===== src/rtl/speed_div_pkg.sv =====
// speed_div_pkg: command encoding and saturating divisor step helpers for speed_div_ctrl.
package speed_div_pkg;
    typedef enum logic [1:0] {CMD_NONE, CMD_UP, CMD_DOWN, CMD_RESET} cmd_t;
    localparam int MAX_W = 64;
    // Callers zero-extend their WIDTH-bit values into MAX_W and truncate the result.
    function automatic logic [MAX_W-1:0] sat_up(input logic [MAX_W-1:0] div, step, lo);
        logic [MAX_W:0] lim;
        lim = {1'b0, lo} + {1'b0, step};
        return ({1'b0, div} < lim) ? lo : div - step;
    endfunction
    function automatic logic [MAX_W-1:0] sat_down(input logic [MAX_W-1:0] div, step, hi);
        logic [MAX_W:0] sum;
        sum = {1'b0, div} + {1'b0, step};
        return (sum > {1'b0, hi}) ? hi : sum[MAX_W-1:0];
    endfunction
endpackage


===== src/rtl/speed_div_ctrl_tick_gen.sv =====
// div_tick_gen: one-cycle tick every div cycles; a shrinking divisor ends the period at once.
module div_tick_gen import speed_div_pkg::*; #(
    parameter int WIDTH = 32
) (
    input  logic             clk,
    input  logic             rst_n,
    input  logic [WIDTH-1:0] div,
    output logic             tick
);
    logic [WIDTH-1:0] cnt;
    always_ff @(posedge clk or negedge rst_n) begin
        if (!rst_n) begin
            cnt  <= '0;
            tick <= 1'b0;
        end else begin
            tick <= cnt >= div - WIDTH'(1);
            cnt  <= (cnt >= div - WIDTH'(1)) ? '0 : cnt + WIDTH'(1);
        end
    end
endmodule


===== src/rtl/speed_div_ctrl.sv =====
// speed_div_ctrl: turns up/down/reset requests into a saturating divisor with auto-repeat,
// and drives a tick generator from it.
module speed_div_ctrl import speed_div_pkg::*; #(
    parameter int          WIDTH         = 32,
    parameter int unsigned DIV_DEFAULT   = 32'h470,
    parameter int unsigned STEP          = 16,
    parameter int unsigned DIV_MIN       = 16,
    parameter int unsigned DIV_MAX       = 32'h0000_FFFF,
    parameter int unsigned REPEAT_CYCLES = 25_000_000
) (
    input  logic             clk,
    input  logic             rst_n,
    input  logic             speed_up,
    input  logic             speed_down,
    input  logic             speed_reset,
    output logic [WIDTH-1:0] div_out,
    output logic             tick,
    output logic             at_min,
    output logic             at_max
);
    localparam logic [WIDTH-1:0] DEF      = WIDTH'(DIV_DEFAULT);
    localparam logic [WIDTH-1:0] LO       = WIDTH'(DIV_MIN);
    localparam logic [WIDTH-1:0] HI       = WIDTH'(DIV_MAX);
    localparam logic [WIDTH-1:0] RPT_LAST = WIDTH'(REPEAT_CYCLES - 1);
    localparam bit               RPT_EN   = REPEAT_CYCLES != 0;
    cmd_t             cmd, prev_cmd;
    logic             hist_ok, mover, same, rpt, fire;
    logic [WIDTH-1:0] hold, up_val, dn_val;
    always_comb begin
        cmd    = speed_reset ? CMD_RESET :
                 (speed_up ^ speed_down) ? (speed_up ? CMD_UP : CMD_DOWN) : CMD_NONE;
        mover  = cmd == CMD_UP || cmd == CMD_DOWN;
        same   = hist_ok && cmd == prev_cmd;
        rpt    = RPT_EN && mover && same && hold == RPT_LAST;
        // A request already held when reset releases has no history, so it is not an edge.
        fire   = rpt || (mover && hist_ok && !same);
        up_val = WIDTH'(sat_up(MAX_W'(div_out), MAX_W'(STEP), MAX_W'(DIV_MIN)));
        dn_val = WIDTH'(sat_down(MAX_W'(div_out), MAX_W'(STEP), MAX_W'(DIV_MAX)));
        at_min = div_out == LO;
        at_max = div_out == HI;
    end
    always_ff @(posedge clk or negedge rst_n) begin
        if (!rst_n) begin
            div_out  <= DEF;
            hold     <= '0;
            prev_cmd <= CMD_NONE;
            hist_ok  <= 1'b0;
        end else begin
            prev_cmd <= cmd;
            hist_ok  <= 1'b1;
            hold     <= (!mover || !same || rpt) ? '0 : hold + WIDTH'(1);
            div_out  <= cmd == CMD_RESET ? DEF :
                        !fire ? div_out :
                        cmd == CMD_UP ? up_val : dn_val;
        end
    end
    div_tick_gen #(.WIDTH(WIDTH)) u_tick (
        .clk  (clk),
        .rst_n(rst_n),
        .div  (div_out),
        .tick (tick)
    );
endmodule


===== config.mk =====
export PLATFORM = sky130hd
export DESIGN_NAME = speed_div_ctrl
export DESIGN_NICKNAME = d
export VERILOG_FILES = /design/src/rtl/speed_div_pkg.sv /design/src/rtl/speed_div_ctrl_tick_gen.sv /design/src/rtl/speed_div_ctrl.sv
export SDC_FILE = /design/constraint.sdc
export NUM_CORES = 1
export LEC_CHECK = 0
export CAP_MARGIN = 25
export CORE_MARGIN = 4
export CORE_UTILIZATION = 57
export CTS_CLUSTER_SIZE = 8
export DETAILED_ROUTE_END_ITERATION = 7
export DONT_BUFFER_PORTS = 1
export MAX_ROUTING_LAYER = met4
export PLACE_DENSITY = 0.72
export SLEW_MARGIN = 5
export SYNTH_ARGS = -nofsm -noshare
export SYNTH_HDL_FRONTEND = slang
export SYNTH_HIERARCHICAL = 1
export SYNTH_SLANG_ARGS = --single-unit

===== constraint.sdc =====
create_clock -name clk -period 8.7 [get_ports clk]
set_input_delay 1.305 -clock clk [delete_from_list [all_inputs] [get_ports clk]]
set_output_delay 1.305 -clock clk [all_outputs]
set_load 0.02 [all_outputs]

# Word-level counts from Yosys, hierarchy flattened
# Index checks and enable logic that the tools add are counted.
# totals
reg_bits,100
output_inout_bits,35
in_bits,5
elab_cells,44
# classes
n_bitwise,1
order_cmp,3
reduce_logical,12
muxes,10
add_sub_neg,5
eq_ne,7
# op_table
operator,n
$mux 32,7
$add 32x1->32 const B,2
$add 32x5->33 const B,1
$gt 33x16->1 const B,1
$eq 32x16->1 const B,1
$eq 32x25->1 const B,1
$eq 32x5->1 const B,1
$ge 32x32->1,1
$lt 32x6->1 const B,1
$sub 32x1->32 const B,1
$sub 32x5->32 const B,1
$mux 2,3
$logic_and 1x1->1,5
$eq 2x2->1 const B,2
$logic_or 1x1->1,4
$eq 2x1->1 const B,1
$eq 2x2->1,1
$logic_not 1->1,2
$reduce_bool 2->1,1
$xor 1x1->1,1

# Longest topological paths before layout
# depth
ltp_word,10
ltp_mapped,13
depth_no_buf,12

# Modules after synthesis
# Netlist, hierarchy kept.
# by_module_without_submodules
mod,seq_area_each_um2,n_inst,area_each_um2,cells_per_inst
speed_div_ctrl,1606.5,1,4539.4,552
div_tick_gen,825.8,1,2947.8,339

# Worst setup path before layout
# Ideal clock, no wire load.
# synth_path
kind,reg-to-reg
startpoint,register div_out[2]
endpoint,register u_tick.cnt[22]
stages_incl_launch_ff,13
setup_slack_ns,4.826
synth_period_minus_slack_ns,3.874
t_arrival_ns,3.736
path_buffers,1
setup_ns,0.138
required_ns,8.562
path_cell_list,dfrtp_1 -> or4_1 -> nor3_2 -> nand2_1 -> nor3_1 -> xnor2_1 -> ha_1 -> nand4_1 -> or4_1 -> o32a_1 -> a21oi_1 -> buf_2 -> nor4_1
# synth_between
elab_chain_cells,3
# synth_lines
item,line_no,rtl
"start, declared",speed_div_ctrl.sv:16,"output logic [WIDTH-1:0] div_out,"
"start signal, assigned",speed_div_ctrl.sv:52,div_out <= cmd == CMD_RESET ? DEF :
$sub 32x1->32,speed_div_ctrl_tick_gen.sv:17,cnt <= (cnt >= div - WIDTH'(1)) ? '0 : cnt + WIDTH'(1);
$ge 32x32->1,speed_div_ctrl_tick_gen.sv:17,
$mux 32,speed_div_ctrl_tick_gen.sv:17,
"end signal, assigned",speed_div_ctrl_tick_gen.sv:17,
"end, declared",speed_div_ctrl_tick_gen.sv:10,logic [WIDTH-1:0] cnt;
# No other way between the ends.
# A chain may end at the register's enable or synchronous reset.

# Final worst setup path
# layout_path
startpoint,register div_out[25]
endpoint,output at_min
# layout_between
elab_chain_cells,1
# layout_lines
item,line_no,rtl
$eq 32x5->1,speed_div_ctrl.sv:39,at_min = div_out == LO;
"end, declared",speed_div_ctrl.sv:18,"output logic at_min,"
# No other way between the ends.

==> results.yml <==
yosys:
  yosys.area.top_type: "dfrtp_1"
  yosysTopAreaCellShare_pct: 31.1
  synth_area_um2: 7490
  syn-num-nets: 937
  ys_top_cells_by_area: "dfrtp_1, ha_1, xnor2_1"
  synth.avg_cell_area_um2: 8.40
  syn_inst: 891
  ys_ff_latch: 97
  synth_edf_count: 0
  synthFlopType: "dfrtp_1"
  async_flop_share_pct: 100
  ys_warn_count: 6
  ys_seq_area_share_pct: 32.5
  yosysUniqueCellTypes: 67
clocking:
  cts.clk_slew.worst_paths_ns: 0.07
  clk_latency_ns: 0.35
  clock_sinks: 97
  ctsRootBufferMaster: "clkbuf_16"
  htreeDepth: 3
  hold_buffers: 0
  cts_resized: 0
  postCtsSetupBuffers: 0
  cts_max_path_buffers: 2
  numCtsBuffers: 9
  cts_tree: "built"
route:
  vias_per_cell: 6.58
  routed_wirelength_um: 18700
  avgRoutedWirePerCell_um: 18.0
  drt-initial-drc-count: 792
  num_vias: 6812
  drc_errors: 0
  drtAntennaViolNets: 0
  dr.pass1.iters: 6
sta:
  fmax_mhz: 229
  report.final.slew_viol_count: 0
  period_needed_ns: 4.36
  hold_ws_ns: 0.486
  fin_tns_setup_ns: 0
  rsz0062_at_grt: "false"
  finalCritPeriodShare_pct: 50.1
  skew_ns: 0.0104
  hold_violations: 0
  max_slew_margin_pct: 36.8
  setup_viol: 0
  tightest_slew_ns: 0.935
critical_path:
  crit_start: "div_out[25]$_DFFE_PN0P_"
  crit_chain: "or4_4 > or4_4 > nor2_1 > nand2_1 > nor3b_1"
  endpoint: "at_min"
  timing.rr.start: "div_out[5]$_DFFE_PN1P_"
  start_kind: "flop"
  cp_data_arrival_time_ns: 3.05
  cp.required_ns: 7.39
  r2r_end: "u_tick/cnt[29]$_DFF_PN0_"
  slowest_stage: "nor3b_1"
  crit_top_cell: "or4_4"
  rrSetupSlack_ns: 4.61
  max_stage_delay_ns: 0.68
  crit_path_end_kind: "primary output"
  criticalPathCategory: "flop to primary output"
  r2r_cells: 12
  critical_path.max_fanout: 15
die:
  row_count: 41
  ioPinCount: 40
  die_x_um: 123
  initial_utilization_pct: 58.9
  dieHeight_um: 123
  dieArea_um2: 15000
  core_um2: 12700
layout:
  layout_common_cells: "dfrtp_1, nor2_1, nor4_1, nand2_1, xnor2_1"
  antenna_cells: 0
  syn2layout_area_growth_pct: 4.11
  fin_area_um2: 7790
  final_common_cell: "dfrtp_1"
  drive_gt1_share_pct: 6.02
  num-nets-final: 905
power_and_ir_drop:
  total_power_w: 0.00103
  clock_power_share_pct: 36.9
  p_int_w: 0.000721
  p_sw_w: 0.000308
  p_sw_share_pct: 29.9
  leakage_nw: 3.04
  powerDensity_nw_per_um2: 132
  share_comb_of_total_power_pct: 13.4
  pwr-share-seq_pct: 49.7
  peakVddDrop_uv: 110
placement:
  hpwl_um: 13000
  placement.io_buffers: 0
  placed_cell_area_um2: 7520
  routabilityCongestion: 0.985
global_routing:
  grt_pass1_vias: 6281
  grt_pass1_wl_um: 31300
  globalRouteMet2Util_pct: 41.2
  grt.busiest_layer: "met2"
  globalRouteOverflowTotal: 0
  met3_usage_pct: 5.67
  antenna_found_initial: 0
  track_usage_pct: 26.3
  met1_usage_pct: 33.7
  grt_start_max_net_pins: 98
flow_run:
  drv_cap: 0
min_path:
  hold_class: "flop to flop"
run_status:
  run_status: "completed"
-- sequential cells by signal, summed over array words and instances, names as in the netlist --
| name | count |
|---|---|
| div_out | 29 |
| hist_ok | 1 |
| hold | 32 |
| u_tick/cnt | 32 |
| prev_cmd | 2 |
| u_tick/tick | 1 |
-- how the worst min path moves through the flow --
stage	startpoint	to	slack, ns	depth (start not counted)
after global placement	hold[0]$_DFF_PN0_	hold[0]$_DFF_PN0_	0.47	1
after CTS	hold[0]$_DFF_PN0_	hold[0]$_DFF_PN0_	0.49	1
after detailed placement	hold[0]$_DFF_PN0_	hold[0]$_DFF_PN0_	0.48	1
after floorplan	hold[0]$_DFF_PN0_	hold[0]$_DFF_PN0_	0.45	1
final	hold[0]$_DFF_PN0_	hold[0]$_DFF_PN0_	0.49	1
after global routing	hold[0]$_DFF_PN0_	hold[0]$_DFF_PN0_	0.53	1
-- critical path, delay by kind of cell, from the launching register on --
kind,cells,cell delay (ns)
flops,1,0.62
simple gates,5,2.08
-- power by group through the flow --
| stage | Sequential (W) | Combinational [W] | Clock [W] |
|---|---|---|---|
| after floorplan | 0.000503 | 0.000115 | 0 |
| after global placement | 0.000518 | 0.000128 | 0 |
| after detailed placement | 0.000520 | 0.000134 | 0 |
| after CTS | 0.000511 | 0.000136 | 0.000389 |
| after global routing | 0.000515 | 0.000153 | 0.000409 |
| final | 0.000511 | 0.000138 | 0.000380 |
-- synthesized netlist by cell type (all sizes together), types with 33 or more instances --
master  number
xor2        44
nand4       35
nor4        66
dfrtp       93
a21oi       33
nor3        43
ha          41
o21ai       41
nor2        90
nand3       41
xnor2       53
nand2       56
-- kinds of logic (layout without fill, tap and decap cells) --
| group | Yosys count | count (layout) | share of synthesized area, % |
|---|---|---|---|
| other cells | 1 | 1 | 0.0501 |
| compound gates | 146 | 146 | 12.7 |
| buf+inv | 80 | 53 | 4.86 |
| simple gates | 426 | 426 | 31.3 |
| xor+xnor | 97 | 97 | 11.3 |
| mux | 3 | 3 | 0.434 |
| flops | 97 | 97 | 32.5 |
| fa+ha+maj | 41 | 41 | 6.85 |
-- cell type report --
| type | count | area, um^2 |
|---|---|---|
| Clock inverter | 5 | 43.8 |
| Sequential cell | 97 | 2430 |
| Tap cell | 172 | 215 |
| Multi-Input combinational cell | 714 | 4700 |
| Inverter | 27 | 101 |
| Timing Repair Buffer | 10 | 72.6 |
| Clock buffer | 11 | 233 |
| Fill cell | 1157 | 4930 |
-- routing by layer --
metal | part of all wire [%] | wire (um)
met5 | 0 | 0
met4 | 2.4 | 448
met3 | 7.6 | 1420
met2 | 47 | 8720
met1 | 43 | 8090
-- stage by stage --
stage | util, % | worst slack, ns | cells
after global placement | 59.1 | 4.72 | 1019
after detailed placement | 59.1 | 4.64 | 1020
after CTS | 61.3 | 4.33 | 1036
after floorplan | - | 4.83 | 891
after global routing | 61.3 | 4.18 | 1036
final | 61.3 | 4.34 | 1036
Power figures use the tool's default switching activity.
